$ cat src/rtl/mem_access_unit_if.sv
// Request/response handshake from the EX/MEM pipeline stage plus the DataMemory port.
// The slave modport is the memory access unit; the master modport is the pipeline/memory side.
interface mem_access_unit_if;
  logic        req_valid;
  logic        req_ready;
  logic        req_write;
  logic [1:0]  req_size;
  logic        req_signed;
  logic [63:0] req_addr;
  logic [63:0] req_wdata;
  logic        resp_valid;
  logic        resp_err;
  logic [63:0] resp_rdata;
  logic [63:0] mem_address;
  logic        mem_read;
  logic        mem_write;
  logic [63:0] mem_data_in;
  logic [63:0] mem_data_out;
  logic        busy;

  modport slave (
    input  req_valid, req_write, req_size, req_signed, req_addr, req_wdata, mem_data_out,
    output req_ready, resp_valid, resp_err, resp_rdata, mem_address, mem_read, mem_write,
           mem_data_in, busy
  );

  modport master (
    output req_valid, req_write, req_size, req_signed, req_addr, req_wdata, mem_data_out,
    input  req_ready, resp_valid, resp_err, resp_rdata, mem_address, mem_read, mem_write,
           mem_data_in, busy
  );
endinterface

$ cat src/rtl/mem_access_unit.sv
// Load/store sequencer between the pipeline and a byte-addressed DataMemory.
// Sub-doubleword stores are done as read-modify-write of the full 8-byte word.
module mem_access_unit #(
  parameter int unsigned MEM_BYTES = 512
) (
  input  logic            clk,
  input  logic            rst,
  mem_access_unit_if.slave bus
);

  typedef enum logic [1:0] {IDLE, RD, WR, RESP} state_e;

  localparam logic [63:0] LAST_ADDR = 64'(MEM_BYTES - 8);

  state_e      state_q, state_d;
  logic        write_q, write_d;
  logic [1:0]  size_q, size_d;
  logic        signed_q, signed_d;
  logic        err_q, err_d;
  logic [63:0] addr_q, addr_d;
  logic [63:0] wdata_q, wdata_d;
  logic [63:0] old_q, old_d;
  logic [63:0] rdata_q, rdata_d;
  logic        req_err;
  logic [63:0] mask;

  function automatic logic [63:0] size_mask(input logic [1:0] size);
    case (size)
      2'd0:    return 64'h0000_0000_0000_00FF;
      2'd1:    return 64'h0000_0000_0000_FFFF;
      2'd2:    return 64'h0000_0000_FFFF_FFFF;
      default: return '1;
    endcase
  endfunction

  function automatic logic [63:0] extend(input logic [63:0] data, input logic [1:0] size,
                                         input logic sgn);
    case (size)
      2'd0:    return {{56{sgn & data[7]}},  data[7:0]};
      2'd1:    return {{48{sgn & data[15]}}, data[15:0]};
      2'd2:    return {{32{sgn & data[31]}}, data[31:0]};
      default: return data;
    endcase
  endfunction

  always_comb begin
    case (bus.req_size)
      2'd0:    req_err = 1'b0;
      2'd1:    req_err = bus.req_addr[0];
      2'd2:    req_err = |bus.req_addr[1:0];
      default: req_err = |bus.req_addr[2:0];
    endcase
    if (bus.req_addr > LAST_ADDR) req_err = 1'b1;
  end

  assign mask            = size_mask(size_q);
  assign bus.resp_rdata  = rdata_q;

  always_comb begin
    // NOTE: every output and next-state value gets a default first so no path infers a latch.
    state_d          = state_q;
    write_d          = write_q;
    size_d           = size_q;
    signed_d         = signed_q;
    err_d            = err_q;
    addr_d           = addr_q;
    wdata_d          = wdata_q;
    old_d            = old_q;
    rdata_d          = rdata_q;
    bus.req_ready    = 1'b0;
    bus.busy         = 1'b1;
    bus.mem_read     = 1'b0;
    bus.mem_write    = 1'b0;
    bus.mem_address  = '0;
    bus.mem_data_in  = '0;
    bus.resp_valid   = 1'b0;
    bus.resp_err     = 1'b0;

    case (state_q)
      IDLE: begin
        bus.req_ready = 1'b1;
        bus.busy      = 1'b0;
        if (bus.req_valid) begin
          write_d  = bus.req_write;
          size_d   = bus.req_size;
          signed_d = bus.req_signed;
          addr_d   = bus.req_addr;
          wdata_d  = bus.req_wdata;
          err_d    = req_err;
          if (req_err)                                 state_d = RESP;
          else if (bus.req_write && bus.req_size == 2'd3) state_d = WR;
          else                                         state_d = RD;
        end
      end
      RD: begin
        bus.mem_read    = 1'b1;
        bus.mem_address = addr_q;
        if (write_q) begin
          old_d   = bus.mem_data_out;
          state_d = WR;
        end else begin
          rdata_d = extend(bus.mem_data_out, size_q, signed_q);
          state_d = RESP;
        end
      end
      WR: begin
        // Mask is all ones for doublewords, so the stale old_q is never used there.
        bus.mem_write   = 1'b1;
        bus.mem_address = addr_q;
        bus.mem_data_in = (wdata_q & mask) | (old_q & ~mask);
        state_d         = RESP;
      end
      RESP: begin
        bus.resp_valid = 1'b1;
        bus.resp_err   = err_q;
        state_d        = IDLE;
      end
      default: state_d = IDLE;
    endcase
  end

  // mem_write decodes straight from state_q, so an async reset kills it in the same cycle.
  always_ff @(posedge clk or posedge rst) begin
    if (rst) begin
      // NOTE: sequential state uses non-blocking assignments so every flop samples pre-edge values.
      state_q  <= IDLE;
      write_q  <= 1'b0;
      size_q   <= 2'd0;
      signed_q <= 1'b0;
      err_q    <= 1'b0;
      addr_q   <= '0;
      wdata_q  <= '0;
      old_q    <= '0;
      rdata_q  <= '0;
    end else begin
      state_q  <= state_d;
      write_q  <= write_d;
      size_q   <= size_d;
      signed_q <= signed_d;
      err_q    <= err_d;
      addr_q   <= addr_d;
      wdata_q  <= wdata_d;
      old_q    <= old_d;
      rdata_q  <= rdata_d;
    end
  end

endmodule
$ cat src/flat_wrapper.sv
// flat-port wrapper written by rule: the top's interface ports become plain ports
module mem_access_unit_flat 
#(
  parameter int unsigned MEM_BYTES = 512
)
  (clk, rst, bus_req_valid, bus_req_write, bus_req_size, bus_req_signed, bus_req_addr, bus_req_wdata, bus_mem_data_out, bus_req_ready, bus_resp_valid, bus_resp_err, bus_resp_rdata, bus_mem_address, bus_mem_read, bus_mem_write, bus_mem_data_in, bus_busy);
  mem_access_unit_if bus_i ();
  input  logic clk;
  input  logic rst;
  input wire logic [$bits(bus_i.req_valid)-1:0] bus_req_valid;
  input wire logic [$bits(bus_i.req_write)-1:0] bus_req_write;
  input wire logic [$bits(bus_i.req_size)-1:0] bus_req_size;
  input wire logic [$bits(bus_i.req_signed)-1:0] bus_req_signed;
  input wire logic [$bits(bus_i.req_addr)-1:0] bus_req_addr;
  input wire logic [$bits(bus_i.req_wdata)-1:0] bus_req_wdata;
  input wire logic [$bits(bus_i.mem_data_out)-1:0] bus_mem_data_out;
  output wire logic [$bits(bus_i.req_ready)-1:0] bus_req_ready;
  output wire logic [$bits(bus_i.resp_valid)-1:0] bus_resp_valid;
  output wire logic [$bits(bus_i.resp_err)-1:0] bus_resp_err;
  output wire logic [$bits(bus_i.resp_rdata)-1:0] bus_resp_rdata;
  output wire logic [$bits(bus_i.mem_address)-1:0] bus_mem_address;
  output wire logic [$bits(bus_i.mem_read)-1:0] bus_mem_read;
  output wire logic [$bits(bus_i.mem_write)-1:0] bus_mem_write;
  output wire logic [$bits(bus_i.mem_data_in)-1:0] bus_mem_data_in;
  output wire logic [$bits(bus_i.busy)-1:0] bus_busy;
  assign bus_i.req_valid = bus_req_valid;
  assign bus_i.req_write = bus_req_write;
  assign bus_i.req_size = bus_req_size;
  assign bus_i.req_signed = bus_req_signed;
  assign bus_i.req_addr = bus_req_addr;
  assign bus_i.req_wdata = bus_req_wdata;
  assign bus_i.mem_data_out = bus_mem_data_out;
  assign bus_req_ready = bus_i.req_ready;
  assign bus_resp_valid = bus_i.resp_valid;
  assign bus_resp_err = bus_i.resp_err;
  assign bus_resp_rdata = bus_i.resp_rdata;
  assign bus_mem_address = bus_i.mem_address;
  assign bus_mem_read = bus_i.mem_read;
  assign bus_mem_write = bus_i.mem_write;
  assign bus_mem_data_in = bus_i.mem_data_in;
  assign bus_busy = bus_i.busy;
  mem_access_unit #(.MEM_BYTES(MEM_BYTES)) u_core (.clk(clk), .rst(rst), .bus(bus_i));
endmodule
$ cat config.mk
export PLATFORM = sky130hd
export DESIGN_NAME = mem_access_unit_flat
export DESIGN_NICKNAME = d
export VERILOG_FILES = /design/src/rtl/mem_access_unit_if.sv /design/src/rtl/mem_access_unit.sv /design/src/flat_wrapper.sv
export SDC_FILE = /design/constraint.sdc
export NUM_CORES = 1
export LEC_CHECK = 0
export CAP_MARGIN = 0
export CORE_UTILIZATION = 49
export CTS_CLUSTER_DIAMETER = 40
export DETAILED_ROUTE_END_ITERATION = 7
export GPL_TIMING_DRIVEN = 0
export PLACE_DENSITY = 0.86
export SLEW_MARGIN = 20
export SYNTH_ARGS = -nofsm -noshare
export SYNTH_HDL_FRONTEND = slang
export SYNTH_SLANG_ARGS = --single-unit
$ cat constraint.sdc
create_clock -name clk -period 13.4 [get_ports clk]
set_input_delay 2.01 -clock clk [delete_from_list [all_inputs] [get_ports clk]]
set_output_delay 2.01 -clock clk [all_outputs]
set_load 0.05 [all_outputs]
* Yosys cells after proc, flatten, opt, wreduce, memory -nomap -nowiden
Cells that the tools add are included.
Word-level totals: input port bits 199, bits in registers 263, logic and storage cells 54, output and inout port bits 198
Cells by class: equality and inequality tests 9, muxes and demuxes 17, reductions and logical operators 10, magnitude comparators 1, bitwise logic cells 8
Operators with widths (number):
- one-hot mux 64 bit (3 select lines) | 2
- AND 64 bit | 2
- 2-to-1 mux 64 bit | 2
- greater-than comparator 64 x 9 -> 1 bit (second input constant) | 1
- NOT 64 bit | 1
- OR 64 bit | 1
- equality test 2 bit (second input constant) | 5
- 2-to-1 mux 1 bit | 8
- one-hot mux 2 bit (4 select lines) | 1
- equality test 2 x 1 -> 1 bit (second input constant) | 3
- zero test 2 bit | 3
- 2-to-1 mux 2 bit | 3
- AND reduction 2 bit | 3
- OR reduction 2 bit | 2
- AND 1 bit | 3
- one-hot mux 1 bit (3 select lines) | 1
- OR reduction 3 bit | 1
- != test 2 bit (second input constant) | 1
- logical AND 1 bit | 1
- NOT 1 bit | 1

* Longest topological paths before layout
word-level depth 6, mapped depth 8, depth with buffers taken out 6

* Worst setup path after synthesis
OpenSTA, ideal clock, no wires.
path kind register -> output, start reg u_core.state_q[0], end out bus_mem_data_in[11], buffers on the path 2, stages on the path, launching flop included 6, slack 8.748 ns, arrival time 2.642 ns, path through dfrtp_1 -> inv_1 -> ha_1 -> clkbuf_1 -> clkbuf_1 -> a21boi_0
Between the ends: word-level cells in the longest chain between the ends 2
RTL lines:
- from (decl) | RTL line mem_access_unit.sv:15 | state_e state_q, state_d;
- from (signal assigned) | RTL line mem_access_unit.sv:136 | state_q <= state_d;
- equality test 2 bit | RTL line mem_access_unit.sv:79 | case (state_q)
- 2-to-1 mux 64 bit | RTL line mem_access_unit.sv:79
- to (decl) | RTL line flat_wrapper.sv:24 | output wire logic [$bits(bus_i.mem_data_in)-1:0] bus_mem_data_in;
Every way passes these cells.

* Worst setup path in the final report
Same ends and word-level chain as after synthesis.

==> results.cfg <==
[critical_path]
r2r_end = u_core.state_q[0]
cp_common_cell = clkbuf_1
path_class = flop to output pin
setup.worst_path.start_class = flop
path_delay_family = buffers and inverters
r2r-start = u_core.state_q[0]
r2r_slack_ns = 11.04
endpoint_kind = output pin
critical_path_buf_inv_count = 4
crit_required_ns = 11.39
max_stage_delay_ns = 0.86
crit_slowest_cell = clkdlybuf4s50_1
path_cells = inv_1 > ha_1 > clkbuf_1 > clkbuf_1 > a21boi_0 > clkdlybuf4s50_1
arrival_ns = 3.56
cp_max_fo = 10
reg2regPathDepth = 8

[final_layout]
final_cell_mix = 396 x clkdlybuf4s50_1, 255 x dfrtp_1, 196 x mux2_2, 118 x nand2_1, 75 x and2_1
diodes = 0
final_area_um2 = 17230
nNetsFinal = 1608
multi_input_area_um2 = 4742
synthToLayoutAreaGrowth_pct = 50.50
fin_cells = 1747
fill_cells = 1489
final_common_cell = clkdlybuf4s50_1
seqCellArea_um2 = 6381
final_layout_size_suffix_gt1_share_pct = 22.87

[detailed_routing]
drt_iter0_drc = 370
via_per_inst = 5.279
num_vias = 9223
wl_mm = 36.21
first_pass_iters = 6
drc_errors = 0
wl_per_cell_um = 20.73
postRouteAntennaNets = 0

[floorplan]
die_h_um = 154.9
boundaryPins = 397
die_w_um = 154.9
coreArea_um2 = 22780
start_util_pct = 50.26
rows = 55
fp.dieArea_um2 = 23980

[placement]
dp_slack_ns = 8.364
dpl_cell_area_um2 = 15870
dp_hpwl_mm = 26.84
gp_congestion = 0.9268
dp_cells = 1679
portBuffers = 396

[sta]
slew_violations = 0
fin_crit_sh_pct = 41.56
worstMarginPinSlew_ns = 0.7597
setup-tns-final_ns = 0
post-route-min-period_ns = 5.570
hold_violations = 0
fin_worst_skew_ns = 0.01610
slew_headroom_pct = 49.35
rsz0062_at_grt = false
finalWorstSetupSlack_ns = 7.830
fmax_ghz = 0.1795
report.final.setup_viol = 0

[global_route]
grt_overflow = 0
grt_use_total_pct = 30.36
antenna_found_initial = 0
grt_pass1_vias = 9862
grt_start_max_net_pins = 106
grt_first_pass_wirelength_mm = 55.32

[synthesis]
synth-async-reset-ratio_pct = 100.0
seq_area_frac_synth_pct = 55.74
netlist_instances = 968
syn-cell-area_um2 = 11450
yosys_warnings = 0
yosys_most_used_dff = dfrtp_1
syn_avg_cell_area_um2 = 11.83
yosysUniqueCellTypes = 34
synth-edff-count = 0
ys_ff_latch = 255
synth_fp_nets = 1171

[hold_path]
hold_end = u_core.addr_q[13]
hp-start = u_core.addr_q[13]
hold_class = flop to flop
holdPathStages = 1

[clock_tree]
cts.clk_slew.worst_paths_ns = 0.06
htreeDepth = 2
clock_latency_ns = 0.51
clk_path_buf_depth = 3
hold_buffers = 0
cts_made_buffers = 37
root_buffer = clkbuf_16
post_cts_buffers = 0
cts-resized-gates = 0
clock_sinks = 255
cts_tree = built

[outcome]
outcome = completed

[flow_run]
max_cap_viol_count = 0
==> state kept, by name, indices dropped and copies added (netlist names) <==
signal,cells
u_core.bus.resp_rdata,64
u_core.size_q,2
u_core.addr_q,64
u_core.signed_q,1
u_core.old_q,56
u_core.write_q,1
u_core.state_q,2
u_core.err_q,1
u_core.wdata_q,64
==> cell type report <==
cell class / count / area share, %
buffer: 65 / 1.801
clock inverter: 22 / 1.924
multi-input combinational: 644 / 27.52
tap: 313 / 2.273
sequential: 255 / 37.03
clock buffer: 46 / 5.991
inverter: 4 / 0.1307
timing repair buffer: 398 / 23.32
==> per-stage QoR <==
step	hold slack [ns]	utilization, %
floorplan	0.4713	-
global placement	0.4801	69.38
detailed placement	0.4858	69.66
CTS	0.4984	75.64
global route	0.5071	75.64
finish	0.4978	75.64
==> how the worst max path moves through the flow <==
stage | startpoint | end | slack (ns) | cells after the start
floorplan | rst | u_core.addr_q[0] | 4.38 | 1
global placement | rst | u_core.bus.resp_rdata[38] | 1.17 | 2
detailed placement | u_core.state_q[0] | bus_mem_data_in[33] | 8.36 | 6
CTS | u_core.state_q[0] | bus_mem_data_in[11] | 7.74 | 6
global route | u_core.state_q[0] | bus_mem_data_in[32] | 7.66 | 6
finish | u_core.state_q[0] | bus_mem_data_in[11] | 7.83 | 6
==> metal layers <==
metal / track usage (%) / wire length (um)
met1: 38.02 / 14570
met2: 50.18 / 17650
met3: 6.630 / 2244
met4: 14.66 / 1751
met5: 0 / 0
==> worst reg2reg max path: stages (launching register included) <==
cell and delay, ns:
dfrtp_1 0.42, inv_1 0.11, ha_1 0.24, and2_1 0.16, buf_2 0.22, buf_4 0.25, nand4_1 0.22, a221oi_1 0.46
a21oi_1 0.14
==> cell usage after synthesis (all sizes together) (2+ instances only) <==
master | instances | area (um^2)
nor2b | 17 | 106.4
mux2i | 17 | 170.2
or3 | 3 | 18.77
o21ai | 2 | 10.01
nand4 | 5 | 31.28
nor2 | 58 | 220.2
nor4 | 14 | 87.58
clkbuf | 31 | 116.4
nand2 | 118 | 442.9
dfrtp | 255 | 6381
a21boi | 40 | 300.3
a21oi | 82 | 523.0
ha | 4 | 50.05
nor3 | 2 | 10.01
buf | 34 | 193.9
inv | 4 | 15.01
mux2 | 196 | 2207
and2 | 75 | 469.2
==> kinds of logic after synthesis <==
kind of cell | Yosys count | synth area share (%)
adders and majority gates | 4 | 0.4372
muxes | 213 | 20.77
and+or+nand+nor | 299 | 12.64
DFF | 255 | 55.74
AOI/OAI and AO/OA | 127 | 7.497
buffers and inverters | 69 | 2.841
xor gates and xnor gates | 1 | 0.07652
Power is left out: the tool's default activity adds up to more than one toggle a clock period on the data nets, which glitch-free logic cannot reach.
